`src/rtl/wta_threshold_unit_pkg.sv`:
```
// Shared types and width helper for the winner-take-all threshold stage.
package wta_threshold_unit_pkg;

   typedef enum logic [1:0] {
      IDLE   = 2'd0,
      SCAN   = 2'd1,
      UPDATE = 2'd2
   } state_e;

   // Potential/threshold width produced by a neuron_5in-style neuron.
   function automatic int calc_dw(input int width, input int shift);
      return width + shift + 3;
   endfunction

endpackage

```
`src/rtl/wta_threshold_unit_threshold_adapt.sv`:
```
// One neuron's adaptive threshold; updates only in the cycle i_upd_en is high.
// Winner moves toward its potential by 1/2^p_eta_shift, no winner decays all with saturation at 0.
module wta_threshold_unit_threshold_adapt
   import wta_threshold_unit_pkg::*;
#(
   parameter int DW          = calc_dw(8, 8),
   parameter int p_eta_shift = 4,
   parameter int p_decay     = 1,
   parameter int p_th_init   = 100
) (
   input  logic          i_clk,
   input  logic          i_rst,
   input  logic          i_upd_en,
   input  logic          i_has_winner,
   input  logic          i_is_winner,
   input  logic [DW-1:0] i_win_val,
   output logic [DW-1:0] o_th
);

   logic [DW-1:0] th_q, th_d;
   logic [DW-1:0] diff;

   always_comb begin
      th_d = th_q;
      diff = i_win_val - th_q;
      if (i_upd_en) begin
         if (i_has_winner) begin
            // A winner at or below its own threshold is inconsistent input: leave it alone.
            if (i_is_winner && (i_win_val > th_q)) begin
               th_d = th_q + (diff >> p_eta_shift);
            end
         end else if (th_q > DW'(p_decay)) begin
            th_d = th_q - DW'(p_decay);
         end else begin
            th_d = '0;
         end
      end
   end

   always_ff @(posedge i_clk or posedge i_rst) begin
      if (i_rst) begin
         th_q <= DW'(p_th_init);
      end else begin
         th_q <= th_d;
      end
   end

   assign o_th = th_q;

endmodule

```
`src/rtl/wta_threshold_unit.sv`:
```
// Serial winner-take-all over P_N neuron outputs with optional threshold adaptation; o_valid P_N+1 cycles after accept.
// No backpressure: i_valid is dropped whenever the unit is not IDLE (o_busy high or UPDATE cycle).
module wta_threshold_unit
   import wta_threshold_unit_pkg::*;
#(
   parameter int P_N         = 4,
   parameter int p_width     = 8,
   parameter int p_shift     = 8,
   parameter int p_eta_shift = 4,
   parameter int p_decay     = 1,
   parameter int p_th_init   = 100
) (
   input  logic                                          i_clk,
   input  logic                                          i_rst,
   input  logic                                          i_valid,
   input  logic [P_N*calc_dw(p_width, p_shift)-1:0]      i_neuronout,
   input  logic                                          i_learn,
   output logic [P_N*calc_dw(p_width, p_shift)-1:0]      o_threshold,
   output logic [P_N-1:0]                                o_spike,
   output logic [$clog2(P_N+1)-1:0]                      o_winner,
   output logic                                          o_valid,
   output logic                                          o_busy
);

   localparam int DW = calc_dw(p_width, p_shift);
   localparam int IW = $clog2(P_N + 1);

   state_e         state_q, state_d;
   logic [DW-1:0]  data_q [P_N];
   logic [DW-1:0]  data_d [P_N];
   logic           learn_q, learn_d;
   logic [DW-1:0]  best_val_q, best_val_d;
   logic [IW-1:0]  best_idx_q, best_idx_d;
   logic [IW-1:0]  scan_idx_q, scan_idx_d;
   logic [P_N-1:0] spike_q, spike_d;
   logic [IW-1:0]  winner_q, winner_d;
   logic [DW-1:0]  cur_val;
   logic           upd_en;
   logic           has_winner;

   always_comb begin
      cur_val = '0;
      for (int i = 0; i < P_N; i++) begin
         if (scan_idx_q == IW'(i + 1)) cur_val = data_q[i];
      end
   end

   always_comb begin
      state_d    = state_q;
      data_d     = data_q;
      learn_d    = learn_q;
      best_val_d = best_val_q;
      best_idx_d = best_idx_q;
      scan_idx_d = scan_idx_q;
      spike_d    = spike_q;
      winner_d   = winner_q;
      case (state_q)
         IDLE: begin
            if (i_valid) begin
               for (int i = 0; i < P_N; i++) data_d[i] = i_neuronout[i*DW +: DW];
               learn_d    = i_learn;
               best_val_d = '0;
               best_idx_d = '0;
               scan_idx_d = IW'(1);
               state_d    = SCAN;
            end
         end
         SCAN: begin
            // best starts at 0, so strict '>' also rejects zero outputs and keeps the lowest index on ties.
            if (cur_val > best_val_q) begin
               best_val_d = cur_val;
               best_idx_d = scan_idx_q;
            end
            if (scan_idx_q == IW'(P_N)) begin
               winner_d = best_idx_d;
               for (int i = 0; i < P_N; i++) spike_d[i] = (best_idx_d == IW'(i + 1));
               state_d  = UPDATE;
            end else begin
               scan_idx_d = scan_idx_q + 1'b1;
            end
         end
         UPDATE:  state_d = IDLE;
         default: state_d = IDLE;
      endcase
   end

   always_ff @(posedge i_clk or posedge i_rst) begin
      if (i_rst) begin
         state_q    <= IDLE;
         for (int i = 0; i < P_N; i++) data_q[i] <= '0;
         learn_q    <= 1'b0;
         best_val_q <= '0;
         best_idx_q <= '0;
         scan_idx_q <= '0;
         spike_q    <= '0;
         winner_q   <= '0;
      end else begin
         state_q    <= state_d;
         data_q     <= data_d;
         learn_q    <= learn_d;
         best_val_q <= best_val_d;
         best_idx_q <= best_idx_d;
         scan_idx_q <= scan_idx_d;
         spike_q    <= spike_d;
         winner_q   <= winner_d;
      end
   end

   assign upd_en     = (state_q == UPDATE) && learn_q;
   assign has_winner = (best_idx_q != '0);

   for (genvar g = 0; g < P_N; g++) begin : g_th
      wta_threshold_unit_threshold_adapt #(
         .DW          (DW),
         .p_eta_shift (p_eta_shift),
         .p_decay     (p_decay),
         .p_th_init   (p_th_init)
      ) u_threshold_adapt (
         .i_clk        (i_clk),
         .i_rst        (i_rst),
         .i_upd_en     (upd_en),
         .i_has_winner (has_winner),
         .i_is_winner  (best_idx_q == IW'(g + 1)),
         .i_win_val    (best_val_q),
         .o_th         (o_threshold[g*DW +: DW])
      );
   end

   assign o_spike  = spike_q;
   assign o_winner = winner_q;
   assign o_valid  = (state_q == UPDATE);
   assign o_busy   = (state_q != IDLE);

endmodule

```
`config.mk`:
```
export PLATFORM = sky130hd
export DESIGN_NAME = wta_threshold_unit
export DESIGN_NICKNAME = d
export VERILOG_FILES = /design/src/rtl/wta_threshold_unit_pkg.sv /design/src/rtl/wta_threshold_unit_threshold_adapt.sv /design/src/rtl/wta_threshold_unit.sv
export SDC_FILE = /design/constraint.sdc
export NUM_CORES = 1
export LEC_CHECK = 0
export CORE_MARGIN = 4
export CORE_UTILIZATION = 60
export DETAILED_ROUTE_END_ITERATION = 8
export PLACE_DENSITY_LB_ADDON = 0.12
export SLEW_MARGIN = 10
export SYNTH_ARGS = -nofsm -noshare
export SYNTH_HDL_FRONTEND = slang
export SYNTH_SLANG_ARGS = --single-unit
```
`constraint.sdc`:
```
create_clock -name i_clk -period 14.29 [get_ports i_clk]
set_clock_uncertainty 0.1 [all_clocks]
set_input_delay 1.429 -clock i_clk [delete_from_list [all_inputs] [get_ports i_clk]]
set_output_delay 1.429 -clock i_clk [all_outputs]
set_load 0.1 [all_outputs]
```
==> flow_metrics.tcl, run 1 <==
set metrics [dict create \
    status "finished clean" \
    synth_compound_area_frac 0.241 \
    h-tree-depth 4 \
    fin_crit_sh 0.337 \
    core_area_um2 26100 \
    cts_tree "done" \
    num-fill-cells 2046 \
    yosysWarnings 0 \
    fin_nets 2217 \
    fin_crit_ns 4.82 \
    grt_pass1_vias 14285 \
    cpMaxStageDelayCell "or2_1" \
    finalHoldViolCount 0 \
    muxShareOfSynthArea 0.0757 \
    avgSynthCellArea_um2 8.74 \
    start_util 0.611 \
    min_path_cells 2 \
    ios 165 \
    antennaDiodeCount 0 \
    slowest_delay_ns 0.79 \
    first_pass_iters 6 \
    dieArea_um2 29300 \
    cp_top_family "compound AO/OA/AOI/OAI gates" \
    path_class "reg2reg" \
    holdCritPathClass "reg2reg" \
    ys_seq_elements 187 \
    cts_buffers 17 \
    grt_pass1_wl_um 72700 \
    ys_async_sr_fraction 1.00 \
    cp.depth 18 \
    ys_types 94 \
    crit_required_ns 14.52 \
    grt_max_degree 121 \
    maxSlewHeadroom 0.201 \
    dp_hpwl_um 32600 \
    clock_path_buffers 2 \
    slew_violations 0 \
    syn_inst 1826 \
    die-width_um 171 \
    synth_fa_ha_area_frac 0.143 \
    first_iter_violations 1331 \
    synth_top_area_frac 0.274 \
    rows 59 \
    finalWirelength_um 44800 \
    fmax_ghz 0.207 \
    vias 14866 \
    syn_area_um2 16000 \
    grt_overflow_total 0 \
    holdBufCountCts 0 \
    yosysSeqAreaShare 0.294 \
    r2r-start "scan_idx_q[0]" \
    synthTopCellsByCount "ha_1 (176), dfrtp_1 (175), o21ai_0 (164)" \
    syn-num-nets 2086 \
    gr-usage-all-layers 0.304 \
    crit_arrival_ns 5.05 \
    cp-start-kind "flip-flop" \
    yosys.area_share.simple 0.151 \
    synth-edff-count 0 \
    clkTransAtPathRegs_ns 0.10 \
    cts_root_buffer "clkbuf_16" \
    rsz0062_at_grt "false" \
    syn_to_final_growth_pct 16.0 \
    r2r_cells 18 \
    worstPathCellList "inv_1, ha_1, nor3b_2, buf_4, a22oi_1, nor2_1, a21oi_1, o21ai_0, ha_1, a21o_1, a21o_1, a21o_1, a21oi_1, o21ai_0, a21oi_1, a31o_2, or2_1, mux2_2" \
    clock_latency_ns 0.46 \
    wl_per_cell_um 19.5 \
    clock-sinks 187 \
    fin_area_um2 18500 \
    maxCapViolCount 0 \
    whs_ns 0.383 \
    remaining_drc_errors 0 \
    numPortBuffers 164 \
    yosysMostFrequentCell "ha_1" \
    fin_tns_setup_ns 0 \
    drive_above_1_share 0.101 \
    crit_buf_inv 2 \
    setup-violations-final 0 \
    place_congestion 0.949 \
    grt_antenna_before_repair 1 \
    tightest_slew_ns 1.20 \
    yosys_most_used_dff "dfrtp_1" \
    crit_path_start "scan_idx_q[0]" \
    dpl_cell_area_um2 17900 \
    worstHoldStart "o_spike[1]" \
    yosys.area.top_type "dfrtp_1" \
    die_h_um 171 \
    final_antenna_net_count 0 \
    synth_top_family_by_area "compound AO/OA/AOI/OAI gates" \
    finalCoreUtilization 0.709 \
    cp_max_fo 19 \
    synth.area.top_cells "dfrtp_1 (27%), ha_1 (14%), mux2_2 (6.4%)" \
    cts_setup_buffers 0 \
    synth_xor_area_frac 0.0499 \
    post_cts_resized 0 \
    viasPerCell 6.45 \
    end_kind "flip-flop" \
]
cell type report:
| cell class | instances | area, um^2 | area share |
|---|---|---|---|
| multi-input cells | 1452 | 10600 | 0.570 |
| flip-flops and latches | 187 | 4690 | 0.253 |
| repair buffers | 177 | 1740 | 0.0939 |
| inverters | 122 | 465 | 0.0251 |
| clock buffers | 17 | 425 | 0.0230 |
| well taps | 335 | 419 | 0.0226 |
| clock inverters | 15 | 221 | 0.0120 |
path summary, 6_finish.rpt:
| check | endpoint | slack (ns) |
|---|---|---|
| worst min-delay path | o_spike[1] | 0.38 |
| min in group asynchronous | g_th[1].u_threshold_adapt.o_th[13] | 1.44 |
| worst max register to register | best_val_q[12] | 9.47 |
| worst max-delay path | best_val_q[12] | 9.47 |
| max in group asynchronous | g_th[3].u_threshold_adapt.o_th[18] | 11.18 |
| worst min register to register | o_spike[1] | 0.38 |
cell usage in the layout, fill, tap and decap left out, types with 10 or more instances in the layout:
cell type	instances
nand2b_1	17
a22oi_1	31
and2_1	11
clkdlybuf4s50_1	164
a211oi_1	16
a21o_1	42
a32oi_1	14
ha_1	176
nand4_1	19
nand2_1	97
xnor2_1	58
o21ai_0	164
nor2_1	159
buf_4	13
xor2_1	33
a21oi_1	126
inv_1	121
nand3_1	40
mux2_2	91
dfrtp_1	175
a22o_1	19
nor4_1	17
o21bai_1	10
a31oi_1	23
o21a_1	19
o22ai_1	21
dfstp_2	12
nor2b_1	21
nor3_1	48
clkbuf_16	17
kinds of logic after synthesis:
kind of cell               Yosys count
buffers and inverters              187
DFF                                187
and+or+nand+nor                    487
xor gates and xnor gates            91
AOI/OAI and AO/OA                  588
muxes                              106
adders and majority gates          180
layer usage:
layer,vias up,GRT usage,part of all wire
li1,7044,-,-
met1,7061,0.408,0.42
met2,637,0.487,0.45
met3,122,0.0601,0.082
met4,2,0.121,0.041
met5,-,0,0.00029
worst reg2reg max path: stages, from the launching register on:
cell and delay [ns]:
dfrtp_1 0.47, inv_1 0.12, ha_1 0.24, nor3b_2 0.19
buf_4 0.27, a22oi_1 0.12, nor2_1 0.10, a21oi_1 0.06
o21ai_0 0.34, ha_1 0.34, a21o_1 0.17, a21o_1 0.17
a21o_1 0.18, a21oi_1 0.13, o21ai_0 0.11, a21oi_1 0.14
a31o_2 0.21, or2_1 0.79, mux2_2 0.43
flip-flops by register name (all words and copies together), names as in the netlist:
signal                       count
best_idx_q                       3
best_val_q                      19
data_q                          76
g_th.u_threshold_adapt.o_th     76
learn_q                          1
o_spike                          4
o_winner                         3
scan_idx_q                       3
state_q                          2
through the flow:
step | instances | worst slack (ns)
after floorplan | 1826 | 7.70
after global placement | 2273 | 9.72
after detailed placement | 2273 | 9.62
after CTS | 2305 | 9.48
after global routing | 2305 | 9.10
final | 2305 | 9.47
Power of run 1 is left out: the tool's default activity adds up to more than one toggle a clock period on the data nets, which glitch-free logic cannot reach.
==> inputs of run 2 (changes only) <==
- CORE_UTILIZATION: 60 -> 59
- clock period: 14.29 -> 4.64 ns (I/O delays scaled with it)
==> flow_metrics.tcl, run 2 (synthesis gave the netlist of run 1 again) <==
set metrics [dict create \
    drive_above_1_share 0.135 \
    holdCritPathClass "reg2reg" \
    grt_overflow_total 0 \
    dieArea_um2 29800 \
    viasPerCell 6.39 \
    place_ws_ns 0.0946 \
    tightest_slew_ns 1.07 \
    final_antenna_net_count 0 \
    start_util 0.606 \
    slew_violations 0 \
    cts_root_buffer "clkbuf_16" \
    path_class "reg2reg" \
    maxCapViolCount 0 \
    rows 59 \
    fin_nets 2256 \
    antennaDiodeCount 0 \
    finalHoldViolCount 0 \
    die-width_um 173 \
    ff_latch_area_um2 4720 \
    num-fill-cells 2013 \
    clkTransAtPathRegs_ns 0.09 \
    status "finished clean" \
    clock_latency_ns 0.46 \
    final_cell_mix "ha_1 (173), dfrtp_1 (164), clkdlybuf4s50_1 (164), o21ai_0 (159), nor2_1 (159)" \
    ios 165 \
    fin_crit_sh 0.970 \
    min_path_cells 2 \
    wl_per_cell_um 19.9 \
    cts_buffers 17 \
    cp-start-kind "flip-flop" \
    grt_max_degree 97 \
    fmax_ghz 0.222 \
    r2r_cells 18 \
    grt_pass1_wl_um 74300 \
    remaining_drc_errors 0 \
    place_congestion 0.942 \
    final_common_cell "ha_1" \
    cts_tree "done" \
    cp_max_fo 4 \
    rsz0062_at_grt "true" \
    grt_pass1_vias 14359 \
    clock_path_buffers 2 \
    grt_antenna_before_repair 0 \
    vias 14974 \
    setup-violations-final 0 \
    layout_setup_ws_ns 0.140 \
    crit_required_ns 4.88 \
    holdBufCountCts 0 \
    h-tree-depth 4 \
    syn_to_final_growth_pct 19.2 \
    die_h_um 173 \
    core_area_um2 26400 \
    crit_arrival_ns 4.74 \
    finalWirelength_um 46700 \
    dp_cells 2302 \
    fin_area_um2 19000 \
    dp_hpwl_um 33800 \
    dpl_cell_area_um2 18100 \
    clock-sinks 187 \
    whs_ns 0.392 \
    fin_crit_ns 4.50 \
    first_iter_violations 1455 \
    end_kind "flip-flop" \
    maxSlewHeadroom 0.281 \
    gr-usage-all-layers 0.301 \
    multi_input_area_um2 10700 \
    first_pass_iters 6 \
    stdcell_count 2344 \
    numPortBuffers 164 \
]
run 2: timing repair:
item                                    in CTS  in global routing
endpoints found under the setup margin       0                 37
gates resized for setup                      0                 32
setup buffers                                0                 10
run 2: through the flow:
| stage | setup TNS, ns | utilization |
|---|---|---|
| floorplan | 0 | - |
| global placement | 0 | 0.689 |
| detailed placement | 0 | 0.689 |
| CTS | 0 | 0.713 |
| global route | -0.115 | 0.722 |
| finish | 0 | 0.722 |
run 2: worst paths after layout:
path / slack (ns) / end / start
max in group asynchronous: 2.97 / g_th[2].u_threshold_adapt.o_th[8] / i_rst
hold reg to reg: 0.39 / o_winner[0] / o_winner[0]
setup / recovery: 0.14 / g_th[2].u_threshold_adapt.o_th[17] / g_th[2].u_threshold_adapt.o_th[2]
hold / removal: 0.39 / o_winner[0] / o_winner[0]
min in group asynchronous: 0.44 / g_th[1].u_threshold_adapt.o_th[8] / i_rst
setup reg to reg: 0.14 / g_th[2].u_threshold_adapt.o_th[17] / g_th[2].u_threshold_adapt.o_th[2]
run 2: worst max-delay path: stages (launching register included):
cell	delay [ns]
dfstp_4	0.64
inv_1	0.07
ha_1	0.29
nand3_1	0.09
o21ba_4	0.18
o21a_4	0.23
or3_4	0.38
a21o_1	0.19
a21o_1	0.19
xor2_1	0.15
ha_1	0.36
a21oi_2	0.16
nor2b_1	0.07
nor4_2	0.31
a211oi_1	0.12
o21ai_1	0.21
nand2b_1	0.11
and4_1	0.21
a311o_1	0.34
run 2: routing by layer:
metal  vias to the layer above  routed length (um)  track usage
li1                       7095                   -            -
met1                      7068               19700        0.395
met2                       657               20700        0.473
met3                       154                4000       0.0746
met4                         0                2230        0.137
met5                         -                   0            0
run 2: area by class of cell:
| cell class | instances | area share |
|---|---|---|
| Inverter | 122 | 0.0243 |
| Timing Repair Buffer | 216 | 0.109 |
| Sequential cell | 187 | 0.248 |
| Clock buffer | 17 | 0.0223 |
| Clock inverter | 15 | 0.0120 |
| Tap cell | 335 | 0.0220 |
| Multi-Input combinational cell | 1452 | 0.563 |
Power of run 2 is left out for the same reason.
